`src/rtl/keypad_scan_controller_if.sv`:
```
// Keypad pin and paddle-strobe bundle shared by the scan controller and its consumer.
// The controller takes the master side: it drives the rows and all decoded outputs.
interface keypad_scan_controller_if;
    logic        wire1;
    logic        wire2;
    logic        wire3;
    logic        wire4;
    logic        wire5;
    logic        wire6;
    logic        wire7;
    logic        wire8;
    logic [14:0] keys;
    logic        keys_valid;
    logic        p1_up;
    logic        p1_down;
    logic        p2_up;
    logic        p2_down;

    modport master (
        input  wire1, wire2, wire3,
        output wire4, wire5, wire6, wire7, wire8,
        output keys, keys_valid,
        output p1_up, p1_down, p2_up, p2_down
    );

    modport slave (
        output wire1, wire2, wire3,
        input  wire4, wire5, wire6, wire7, wire8,
        input  keys, keys_valid,
        input  p1_up, p1_down, p2_up, p2_down
    );
endinterface

```
`src/rtl/keypad_scan_controller.sv`:
```
// Scans the shared 5x3 Pong keypad, debounces whole frames and turns the
// debounced direction keys of both players into rate-limited movement strobes.
module keypad_scan_controller #(
    parameter int unsigned SETTLE_CYCLES   = 1000,
    parameter int unsigned DEBOUNCE_FRAMES = 3,
    parameter logic [23:0] REPEAT_CYCLES   = 24'd2_000_000
) (
    input logic                      clk,
    input logic                      reset,
    keypad_scan_controller_if.master pins_io
);

    localparam int SW = $clog2(SETTLE_CYCLES);
    localparam int DW = $clog2(DEBOUNCE_FRAMES + 1);
    localparam logic [SW-1:0] SETTLE_LAST = SW'(SETTLE_CYCLES - 2);
    localparam logic [DW-1:0] DEB_FULL    = DW'(DEBOUNCE_FRAMES);

    localparam logic [1:0] ST_DRIVE   = 2'd0;
    localparam logic [1:0] ST_SAMPLE  = 2'd1;
    localparam logic [1:0] ST_ADVANCE = 2'd2;

    localparam logic [0:0] MV_IDLE = 1'b0;
    localparam logic [0:0] MV_HOLD = 1'b1;

    localparam logic [1:0] DIR_IDLE = 2'd0;
    localparam logic [1:0] DIR_UP   = 2'd1;
    localparam logic [1:0] DIR_DOWN = 2'd2;

    logic [1:0]    state_q, state_d;
    logic [2:0]    row_q, row_d;
    logic [SW-1:0] settle_q, settle_d;
    logic          run_q;
    logic [11:0]   raw_q, raw_d;
    logic [14:0]   prev_q, prev_d;
    logic [DW-1:0] stable_q, stable_d;
    logic [14:0]   keys_q, keys_d;
    logic          keys_valid_q, keys_valid_d;
    logic [4:0]    rows_q, rows_d;

    logic [2:0]    cols_w;
    logic [14:0]   frame_w;
    logic [DW-1:0] stable_nx_w;
    logic [1:0]    up_w;
    logic [1:0]    dn_w;

    assign cols_w  = ~{pins_io.wire3, pins_io.wire2, pins_io.wire1};
    // Row 4 lands straight into the frame; rows 0-3 come from the partial raw frame.
    assign frame_w = {cols_w, raw_q};
    assign stable_nx_w = (frame_w != prev_q) ? DW'(1)
                       : ((stable_q == DEB_FULL) ? stable_q : stable_q + DW'(1));

    always_comb begin
        state_d      = state_q;
        row_d        = row_q;
        settle_d     = settle_q;
        raw_d        = raw_q;
        prev_d       = prev_q;
        stable_d     = stable_q;
        keys_d       = keys_q;
        keys_valid_d = 1'b0;
        if (run_q) begin
            case (state_q)
                ST_DRIVE: begin
                    if (settle_q == SETTLE_LAST) begin
                        settle_d = '0;
                        state_d  = ST_SAMPLE;
                    end else begin
                        settle_d = settle_q + SW'(1);
                    end
                end
                ST_SAMPLE: begin
                    state_d = ST_ADVANCE;
                    for (int r = 0; r < 4; r++) begin
                        if (row_q == 3'(r)) raw_d[r*3 +: 3] = cols_w;
                    end
                    if (row_q == 3'd4) begin
                        prev_d   = frame_w;
                        stable_d = stable_nx_w;
                        if ((stable_nx_w == DEB_FULL) && (frame_w != keys_q)) begin
                            keys_d       = frame_w;
                            keys_valid_d = 1'b1;
                        end
                    end
                end
                ST_ADVANCE: begin
                    row_d   = (row_q == 3'd4) ? 3'd0 : row_q + 3'd1;
                    state_d = ST_DRIVE;
                end
                default: state_d = ST_DRIVE;
            endcase
        end
        // Registered row drives follow the next state so pins and FSM stay aligned.
        rows_d = (state_d == ST_ADVANCE) ? 5'h1F : ~(5'b00001 << row_d);
    end

    always_ff @(posedge clk) begin
        if (reset) begin
            state_q      <= ST_DRIVE;
            row_q        <= 3'd0;
            settle_q     <= '0;
            run_q        <= 1'b0;
            raw_q        <= '0;
            prev_q       <= '0;
            stable_q     <= '0;
            keys_q       <= '0;
            keys_valid_q <= 1'b0;
            rows_q       <= 5'h1F;
        end else begin
            state_q      <= state_d;
            row_q        <= row_d;
            settle_q     <= settle_d;
            run_q        <= 1'b1;
            raw_q        <= raw_d;
            prev_q       <= prev_d;
            stable_q     <= stable_d;
            keys_q       <= keys_d;
            keys_valid_q <= keys_valid_d;
            rows_q       <= rows_d;
        end
    end

    genvar gi;
    generate
        for (gi = 0; gi < 2; gi++) begin : g_player
            localparam int UP_BIT = 2 * gi;
            localparam int DN_BIT = 3 + 2 * gi;

            logic [1:0]  dir_w;
            logic [0:0]  mv_q, mv_d;
            logic [23:0] cnt_q, cnt_d;
            logic        up_q, up_d;
            logic        dn_q, dn_d;

            always_comb begin
                dir_w = DIR_IDLE;
                if (keys_q[UP_BIT] && !keys_q[DN_BIT]) dir_w = DIR_UP;
                if (keys_q[DN_BIT] && !keys_q[UP_BIT]) dir_w = DIR_DOWN;
            end

            // The dead zone only releases on expiry; a new direction waits for it.
            always_comb begin
                mv_d  = mv_q;
                cnt_d = cnt_q;
                up_d  = 1'b0;
                dn_d  = 1'b0;
                case (mv_q)
                    MV_IDLE: begin
                        if (dir_w != DIR_IDLE) begin
                            up_d  = (dir_w == DIR_UP);
                            dn_d  = (dir_w == DIR_DOWN);
                            cnt_d = 24'd1;
                            mv_d  = MV_HOLD;
                        end
                    end
                    default: begin
                        if (cnt_q >= REPEAT_CYCLES) begin
                            if (dir_w != DIR_IDLE) begin
                                up_d  = (dir_w == DIR_UP);
                                dn_d  = (dir_w == DIR_DOWN);
                                cnt_d = 24'd1;
                            end else begin
                                cnt_d = 24'd0;
                                mv_d  = MV_IDLE;
                            end
                        end else begin
                            cnt_d = cnt_q + 24'd1;
                        end
                    end
                endcase
            end

            always_ff @(posedge clk) begin
                if (reset) begin
                    mv_q  <= MV_IDLE;
                    cnt_q <= 24'd0;
                    up_q  <= 1'b0;
                    dn_q  <= 1'b0;
                end else begin
                    mv_q  <= mv_d;
                    cnt_q <= cnt_d;
                    up_q  <= up_d;
                    dn_q  <= dn_d;
                end
            end

            assign up_w[gi] = up_q;
            assign dn_w[gi] = dn_q;
        end
    endgenerate

    assign pins_io.wire4      = rows_q[0];
    assign pins_io.wire5      = rows_q[1];
    assign pins_io.wire6      = rows_q[2];
    assign pins_io.wire7      = rows_q[3];
    assign pins_io.wire8      = rows_q[4];
    assign pins_io.keys       = keys_q;
    assign pins_io.keys_valid = keys_valid_q;
    assign pins_io.p1_up      = up_w[0];
    assign pins_io.p1_down    = dn_w[0];
    assign pins_io.p2_up      = up_w[1];
    assign pins_io.p2_down    = dn_w[1];

endmodule

```
`src/flat_wrapper.sv`:
```
// flat-port wrapper written by rule: the top's interface ports become plain ports
module keypad_scan_controller_flat 
#(
    parameter int unsigned SETTLE_CYCLES   = 1000,
    parameter int unsigned DEBOUNCE_FRAMES = 3,
    parameter logic [23:0] REPEAT_CYCLES   = 24'd2_000_000
)
  (clk, reset, pins_io_wire1, pins_io_wire2, pins_io_wire3, pins_io_wire4, pins_io_wire5, pins_io_wire6, pins_io_wire7, pins_io_wire8, pins_io_keys, pins_io_keys_valid, pins_io_p1_up, pins_io_p1_down, pins_io_p2_up, pins_io_p2_down);
  keypad_scan_controller_if pins_io_i ();
  input logic clk;
  input logic reset;
  input wire logic [$bits(pins_io_i.wire1)-1:0] pins_io_wire1;
  input wire logic [$bits(pins_io_i.wire2)-1:0] pins_io_wire2;
  input wire logic [$bits(pins_io_i.wire3)-1:0] pins_io_wire3;
  output wire logic [$bits(pins_io_i.wire4)-1:0] pins_io_wire4;
  output wire logic [$bits(pins_io_i.wire5)-1:0] pins_io_wire5;
  output wire logic [$bits(pins_io_i.wire6)-1:0] pins_io_wire6;
  output wire logic [$bits(pins_io_i.wire7)-1:0] pins_io_wire7;
  output wire logic [$bits(pins_io_i.wire8)-1:0] pins_io_wire8;
  output wire logic [$bits(pins_io_i.keys)-1:0] pins_io_keys;
  output wire logic [$bits(pins_io_i.keys_valid)-1:0] pins_io_keys_valid;
  output wire logic [$bits(pins_io_i.p1_up)-1:0] pins_io_p1_up;
  output wire logic [$bits(pins_io_i.p1_down)-1:0] pins_io_p1_down;
  output wire logic [$bits(pins_io_i.p2_up)-1:0] pins_io_p2_up;
  output wire logic [$bits(pins_io_i.p2_down)-1:0] pins_io_p2_down;
  assign pins_io_i.wire1 = pins_io_wire1;
  assign pins_io_i.wire2 = pins_io_wire2;
  assign pins_io_i.wire3 = pins_io_wire3;
  assign pins_io_wire4 = pins_io_i.wire4;
  assign pins_io_wire5 = pins_io_i.wire5;
  assign pins_io_wire6 = pins_io_i.wire6;
  assign pins_io_wire7 = pins_io_i.wire7;
  assign pins_io_wire8 = pins_io_i.wire8;
  assign pins_io_keys = pins_io_i.keys;
  assign pins_io_keys_valid = pins_io_i.keys_valid;
  assign pins_io_p1_up = pins_io_i.p1_up;
  assign pins_io_p1_down = pins_io_i.p1_down;
  assign pins_io_p2_up = pins_io_i.p2_up;
  assign pins_io_p2_down = pins_io_i.p2_down;
  keypad_scan_controller #(.SETTLE_CYCLES(SETTLE_CYCLES), .DEBOUNCE_FRAMES(DEBOUNCE_FRAMES), .REPEAT_CYCLES(REPEAT_CYCLES)) u_core (.clk(clk), .reset(reset), .pins_io(pins_io_i));
endmodule
```
`config.mk`:
```
export PLATFORM = sky130hd
export DESIGN_NAME = keypad_scan_controller_flat
export DESIGN_NICKNAME = d
export VERILOG_FILES = /design/src/rtl/keypad_scan_controller_if.sv /design/src/rtl/keypad_scan_controller.sv /design/src/flat_wrapper.sv
export SDC_FILE = /design/constraint.sdc
export NUM_CORES = 1
export LEC_CHECK = 0
export BUFFER_PORTS_ARGS = -buffer_cell sky130_fd_sc_hd__clkbuf_2
export CAP_MARGIN = 5
export CORE_MARGIN = 2
export CORE_UTILIZATION = 61
export DETAILED_ROUTE_END_ITERATION = 6
export HOLD_SLACK_MARGIN = 0.1
export PLACE_DENSITY = 0.8
export SYNTH_ARGS = -nofsm -noshare
export SYNTH_HDL_FRONTEND = slang
export SYNTH_SLANG_ARGS = --single-unit
```
`constraint.sdc`:
```
create_clock -name clk -period 3.1 [get_ports clk]
set_input_delay 0.62 -clock clk [delete_from_list [all_inputs] [get_ports clk]]
set_output_delay 0.62 -clock clk [all_outputs]
set_load 0.05 [all_outputs]
```
==> results of run 1 <==
==> layer usage <==
| metal | up-vias | track usage | routed length (um) |
|---|---|---|---|
| met5 | - | 0 | 0 |
| met4 | 0 | 0.0864 | 124 |
| met3 | 17 | 0.0687 | 819 |
| met2 | 187 | 0.451 | 6620 |
| met1 | 2349 | 0.349 | 5770 |
| li1 | 2431 | - | - |
==> registers in the layout, summed over array words and instances, names as in the netlist <==
| signal | cells |
|---|---|
| u_core.pins_io.keys_valid | 1 |
| u_core.settle_q | 10 |
| u_core.row_q | 3 |
| u_core.g_player.mv_q | 2 |
| u_core.run_q | 1 |
| u_core.pins_io.keys | 15 |
| u_core.stable_q | 2 |
| u_core.rows_q | 5 |
| u_core.state_q | 2 |
| u_core.pins_io.p2_down | 1 |
| u_core.pins_io.p1_up | 1 |
| u_core.pins_io.p2_up | 1 |
| u_core.g_player.cnt_q | 48 |
| u_core.pins_io.p1_down | 1 |
| u_core.raw_q | 12 |
| u_core.prev_q | 15 |
==> how the worst max path moves through the flow <==
stage	depth (start not counted)	from	to	slack (ns)
2_1_floorplan	6	pins_io_wire1	u_core.pins_io.keys[12]$_SDFFE_PP0P_	0.77
3_3_place_gp	7	pins_io_wire1	u_core.pins_io.keys[2]$_SDFFE_PP0P_	0.61
3_5_place_dp	7	pins_io_wire1	u_core.pins_io.keys[8]$_SDFFE_PP0P_	0.49
4_1_cts	6	u_core.state_q[1]$_SDFF_PP0_	u_core.pins_io.keys[8]$_SDFFE_PP0P_	0.50
5_1_grt	6	u_core.state_q[0]$_SDFF_PP0_	u_core.pins_io.keys[6]$_SDFFE_PP0P_	0.35
6_report	6	u_core.state_q[1]$_SDFF_PP0_	u_core.pins_io.keys[6]$_SDFFE_PP0P_	0.49
==> power breakdown <==
| group | switching (mW) | total [mW] | internal, mW |
|---|---|---|---|
| logic | 0.0487 | 0.0642 | 0.0154 |
| clock network | 0.771 | 1.93 | 1.16 |
| registers | 0.00398 | 1.55 | 1.55 |
| total | 0.824 | 3.54 | 2.72 |
==> logic make-up after synthesis <==
group	count (synthesis)
AND/OR/NAND/NOR	278
AO/OA/AOI/OAI	133
flip-flops	120
buffers and inverters	63
XOR/XNOR	38
multiplexers	19
adder cells (fa/ha/maj)	15
==> layout make-up <==
cell class / instances / share of cell area
Clock buffer: 17 / 0.0641
Multi-Input combinational cell: 483 / 0.469
Clock inverter: 15 / 0.0260
Tap cell: 111 / 0.0215
Sequential cell: 120 / 0.372
Inverter: 21 / 0.0122
Timing Repair Buffer: 40 / 0.0353
==> stage by stage <==
step                worst slack, ns   util
floorplan                     0.775      -
global placement              0.605  0.642
detailed placement            0.486  0.642
CTS                           0.501  0.706
global route                  0.354  0.706
finish                        0.494  0.706
==> worst max-delay path: stages, from the launching register on <==
cell,delay (ns)
dfxtp_1,0.35
and3b_1,0.44
nand3_4,0.24
or4b_4,0.62
nor4_4,0.33
buf_4,0.31
mux2i_1,0.22
==> cell usage after synthesis, types with 2 or more instances <==
master	instances
a211oi_1	27
a22oi_1	2
nor2b_1	7
mux2_2	4
a311oi_1	15
and2_1	3
xor2_1	18
a21o_1	3
ha_1	15
nor3_1	10
nor4_1	9
mux2i_1	15
o31ai_1	3
and4_1	2
or4b_2	2
clkbuf_1	37
nand2b_1	2
nor3b_1	4
o21ba_2	3
nand3b_1	3
dfxtp_1	120
nor2_1	48
o211ai_1	4
nor4bb_1	2
xnor2_1	20
nand3_1	29
a21oi_1	42
nand4b_1	3
or2_2	2
nand2_1	92
buf_2	3
o21ai_0	16
inv_1	21
a41oi_1	3
or4_1	7
o32ai_1	2
a31oi_1	9
nand4_1	19
and3_1	22
or3_1	5
==> out/qor.yml, run 1 <==
ios: 30
p_per_area_nw_per_um2: 549
layout_commonest_cell: "dfxtp_1"
synthSimpleGateAreaFrac: 0.252
status: "finished clean"
r2r_setup_slack_ns: 0.49
holdPathStages: 2
worstSetupPathType: "register to register"
worstMarginPinSlew_ns: 0.929
ys_seq_elements: 120
routed_via_density: 6.18
cts.repair.resized: 0
ys_seq_area_frac: 0.423
rsz0062_at_grt: "no"
hold_path_class: "primary input to register"
ctsHoldBuffers: 0
fmax_mhz: 384
antenna_cells: 0
r2r_cells: 6
hold_start: "reset"
syn-num-nets: 686
postRouteAntennaNets: 0
grt_pass1_vias: 4666
ys.flop_type: "dfxtp_1"
grt_pass1_wl_um: 22000
syn_area_um2: 5680
drt_wl_total_um: 13300
fin_crit_ns: 2.61
synthMuxAreaShare: 0.0344
final_max_slew_viol_count: 0
synth_top_family_by_area: "simple AND/OR/NAND/NOR gates"
cts_tree: "built"
cts_max_path_buffers: 2
layout_common_cells: "120 x dfxtp_1, 92 x nand2_1, 48 x nor2_1"
clk_transition_reported_paths_ns: 0.06
dp_cells: 775
synthCells: 666
multi_input_area_um2: 3030
post_cts_buffers: 0
fp.dieArea_um2: 10100
synth_compound_area_frac: 0.155
firstDrtPassIters: 5
fp.coreArea_um2: 9150
setup_violations: 0
place_area_um2: 5880
fin_skew_ns: 0.00991
clock-sinks: 120
cts_root_buffer: "clkbuf_8"
rr_endpoint: "u_core.pins_io.keys[6]$_SDFFE_PP0P_"
die_h_um: 100
synth_edf_count: 0
synth_warnings: 0
synth_area_per_cell_um2: 8.52
drt_iter0_markers: 322
crit_required_ns: 3.54
grt_start_max_net_pins: 42
insertion_delay_ns: 0.52
tns_ns: 0
maxSlewHeadroom: 0.378
hold_path_end: "u_core.prev_q[8]$_SDFFE_PP0P_"
cp_max_fo: 15
wl_per_cell_um: 16.5
portBuffers: 29
area.growth.synth_to_final_pct: 13.8
seq_area_um2: 2400
synth_cell_types: 53
place_hpwl_um: 8540
cp.arrival_ns: 3.05
p_total_mw: 3.54
initial_utilization: 0.620
grt_antenna_before_repair: 0
cap_violations: 0
rows: 35
synth_xor_area_frac: 0.0586
whs_ns: 0.453
grt_usage: 0.272
cts_buffers: 17
grt_overflow: 0
end_kind: "register"
r2r-start: "u_core.state_q[1]$_SDFF_PP0_"
worstSetupStartpointType: "register"
yosys.area.top_type_share: 0.423
synth_top_cells_by_area: "dfxtp_1 42%, nand2_1 6.1%, a21oi_1 3.7%"
p_leak_nw: 2.31
hold_viol: 0
die_w_um: 100
vdd_ir_drop_max_mv: 0.357
htreeDepth: 4
final_cells: 807
synth_top_area_cell: "dfxtp_1"
final_cell_area_um2: 6460
synth-async-reset-ratio: 0
drive_gt1_frac: 0.126
place.gp.congestion: 0.888
synthAdderAreaFrac: 0.0331
period_share: 0.841
fill_cells: 674
finalNetCount: 703
vias: 4984
drc: 0
Note: power is estimated with default switching activity, not from simulation.
==> run 2, diff against run 1 <==
- ABC_AREA: unset -> 1
- CORE_UTILIZATION: 61 -> 56
- PLACE_DENSITY: 0.8 -> 0.77
- clock period: 3.1 -> 2.1 ns (I/O delays scaled with it)
==> out/qor.yml, run 2 <==
ctsHoldBuffers: 0  # unchanged
rr_endpoint: "u_core.pins_io.keys[8]$_SDFFE_PP0P_"
drt_wl_total_um: 13800  # +3.1%
use_met2: 0.392  # -0.0583
maxSlewHeadroom: 0.575  # +0.196
htreeDepth: 4  # unchanged
met3_usage: 0.0640  # -0.00470
syn_area_um2: 6140  # +8.1%
wl_per_cell_um: 12.6  # -24%
final_max_slew_viol_count: 0  # unchanged
seq_area_um2: 2400  # about the same
tns_ns: 0  # unchanged
crit_required_ns: 2.53  # -1.01 ns
fmax_mhz: 519  # +35%
routed_via_density: 5.19  # -16%
end_kind: "register"
vdd_ir_drop_max_mv: 0.632  # +77%
whs_ns: 0.154  # -0.299 ns
synth_top_cells_by_area: "dfxtp_1 39%, nand2_1 14%, nor2_1 6.9%"
die_h_um: 109  # +8.2%
ys_seq_elements: 120  # unchanged
holdPathStages: 2  # unchanged
yosys-top-cells-count: "237 x nand2_1, 120 x dfxtp_1, 113 x nor2_1"
fp.coreArea_um2: 10700  # +17%
switching_share: 0.211  # -0.0216
worstSetupStartpointType: "register"
p_leak_nw: 2.94  # +27%
hold_path_end: "u_core.prev_q[14]$_SDFFE_PP0P_"
ys.flop_type: "dfxtp_1"
ys_seq_area_frac: 0.392  # -0.0318
synthCells: 905  # +36%
portBuffers: 29  # unchanged
worstMarginPinSlew_ns: 0.637  # -0.292 ns
status: "finished clean"
finalNetCount: 964  # +37%
clk_transition_reported_paths_ns: 0.06  # about the same
hold_viol: 0  # unchanged
cts_max_path_buffers: 2  # unchanged
insertion_delay_ns: 0.54  # +0.02 ns
cp_max_fo: 12  # -3
seq_power_share: 0.427  # -0.010
comb_power_share: 0.024  # +0.006
grt_use_met1: 0.329  # -0.0198
synth_cell_types: 37  # -30%
antenna_cells: 0  # unchanged
synth_most_common_cell: "nand2_1"
cp.arrival_ns: 2.36  # -0.69 ns
place_hpwl_um: 9640  # +13%
dp_cells: 1065  # +37%
hold_start: "pins_io_wire3"
cts_buffers: 17  # unchanged
cts_root_buffer: "clkbuf_8"
grt_overflow: 0  # unchanged
vias: 5688  # +14%
largest_reg_flops: 48  # unchanged
grt_usage: 0.251  # -0.0211
grt_start_max_net_pins: 54  # +29%
synth-async-reset-ratio: 0  # unchanged
initial_utilization: 0.571  # -0.0491
firstDrtPassIters: 5  # unchanged
synth_top_area_cell: "dfxtp_1"
layout_commonest_cell: "nand2_1"
switchingPower_mw: 1.13  # +37%
cap_violations: 0  # unchanged
synth_edf_count: 0  # unchanged
power_frac_clock: 0.549  # +0.004
synth_area_per_cell_um2: 6.78  # -20%
busiest_layer: "met2"
p_per_area_nw_per_um2: 757  # +38%
fill_cells: 982  # +46%
drive_gt1_frac: 0.112  # -0.0145
final_cells: 1096  # +36%
postRouteAntennaNets: 0  # unchanged
syn-num-nets: 925  # +35%
grt_antenna_before_repair: 0  # unchanged
grt_pass1_wl_um: 23200  # +5.6%
synth_warnings: 0  # unchanged
hold_path_class: "primary input to register"
rsz0062_at_grt: "no"
p_int_mw: 4.23  # +56%
fp.dieArea_um2: 11800  # +17%
place.gp.congestion: 0.869  # -2.2%
fin_skew_ns: 0.00699  # -0.00292 ns
r2r-start: "u_core.raw_q[10]$_SDFFE_PP0P_"
fin_crit_ns: 1.93  # -0.678 ns
r2r_setup_slack_ns: 0.17  # -0.32 ns
period_share: 0.918  # +0.0776
r2r_cells: 11  # +5
cts_tree: "built"
setup_violations: 0  # unchanged
drc: 0  # unchanged
cts.repair.resized: 0  # unchanged
area.growth.synth_to_final_pct: 15.4
post_cts_buffers: 0  # unchanged
clock-sinks: 120  # unchanged
multi_input_area_um2: 3200  # +5.8%
layout_common_cells: "237 x nand2_1, 119 x dfxtp_1, 113 x nor2_1"
largest_register: "u_core.g_player.cnt_q"
yosys.area.top_type_share: 0.392  # -0.0318
rows: 38  # +8.6%
ios: 30  # unchanged
worstSetupPathType: "register to register"
drt_iter0_markers: 354  # +9.9%
grt_pass1_vias: 5078  # +8.8%
die_w_um: 109  # +8.2%
[run 2: routing by layer]
| layer | vias to the layer above | part of all wire | wire length [um] |
|---|---|---|---|
| met5 | - | 0 | 0 |
| met4 | 0 | 0.024 | 334 |
| met3 | 27 | 0.044 | 608 |
| met2 | 126 | 0.46 | 6350 |
| met1 | 2567 | 0.47 | 6460 |
| li1 | 2968 | - | - |
[run 2: cells by family after synthesis]
family / Yosys count / share of synthesized area
buffers and inverters: 135 / 0.0863
xor gates and xnor gates: 35 / 0.0500
DFF: 120 / 0.392
AOI/OAI and AO/OA: 132 / 0.113
and+or+nand+nor: 468 / 0.329
adders and majority gates: 15 / 0.0306
[run 2: layout make-up]
| class | count | area share |
|---|---|---|
| Tap cell | 140 | 0.0247 |
| Inverter | 110 | 0.0583 |
| Multi-Input combinational cell | 650 | 0.453 |
| Clock buffer | 17 | 0.0585 |
| Sequential cell | 120 | 0.339 |
| Clock inverter | 14 | 0.0254 |
| Timing Repair Buffer | 45 | 0.0410 |
[run 2: how the worst max path moves through the flow]
stage	from	to	slack [ns]	cells past startpoint
after CTS	u_core.raw_q[3]$_SDFFE_PP0P_	u_core.pins_io.keys[8]$_SDFFE_PP0P_	0.20	11
after global routing	u_core.raw_q[3]$_SDFFE_PP0P_	u_core.pins_io.keys[9]$_SDFFE_PP0P_	0.01	11
final	u_core.raw_q[10]$_SDFFE_PP0P_	u_core.pins_io.keys[8]$_SDFFE_PP0P_	0.17	11
after floorplan	u_core.pins_io.keys[3]$_SDFFE_PP0P_	u_core.g_player[0].cnt_q[6]$_SDFFE_PP0P_	0.04	6
after detailed placement	pins_io_wire3	u_core.pins_io.keys[8]$_SDFFE_PP0P_	0.12	12
after global placement	pins_io_wire3	u_core.pins_io.keys[7]$_SDFFE_PP0P_	0.18	12
[run 2: stage by stage]
| stage | setup WS [ns] | utilization | instance area, um^2 | total power [mW] |
|---|---|---|---|---|
| after floorplan | 0.0424 | - | 6140 | 2.42 |
| after global placement | 0.178 | 0.604 | 6490 | 2.46 |
| after detailed placement | 0.115 | 0.604 | 6490 | 2.47 |
| after CTS | 0.205 | 0.659 | 7080 | 5.40 |
| after global routing | 0.0114 | 0.659 | 7080 | 5.51 |
| final | 0.172 | 0.659 | 7080 | 5.36 |
[run 2: power groups by stage]
stage	combinational (mW)	sequential [mW]	clock, mW
floorplan	0.0824	2.34	0
global placement	0.128	2.34	0
detailed placement	0.129	2.34	0
CTS	0.130	2.29	2.99
global route	0.144	2.29	3.08
finish	0.130	2.29	2.95
[run 2: worst max-delay path, cell delays in order, from the launching register on]
cell     delay [ns]
dfxtp_1        0.44
inv_2          0.10
nand2_1        0.07
nand2_1        0.07
nor2_1         0.13
nand2_1        0.10
nor2_4         0.14
nand2_1        0.08
nor2_2         0.40
nand4_1        0.16
nand2_1        0.10
nor2_1         0.04
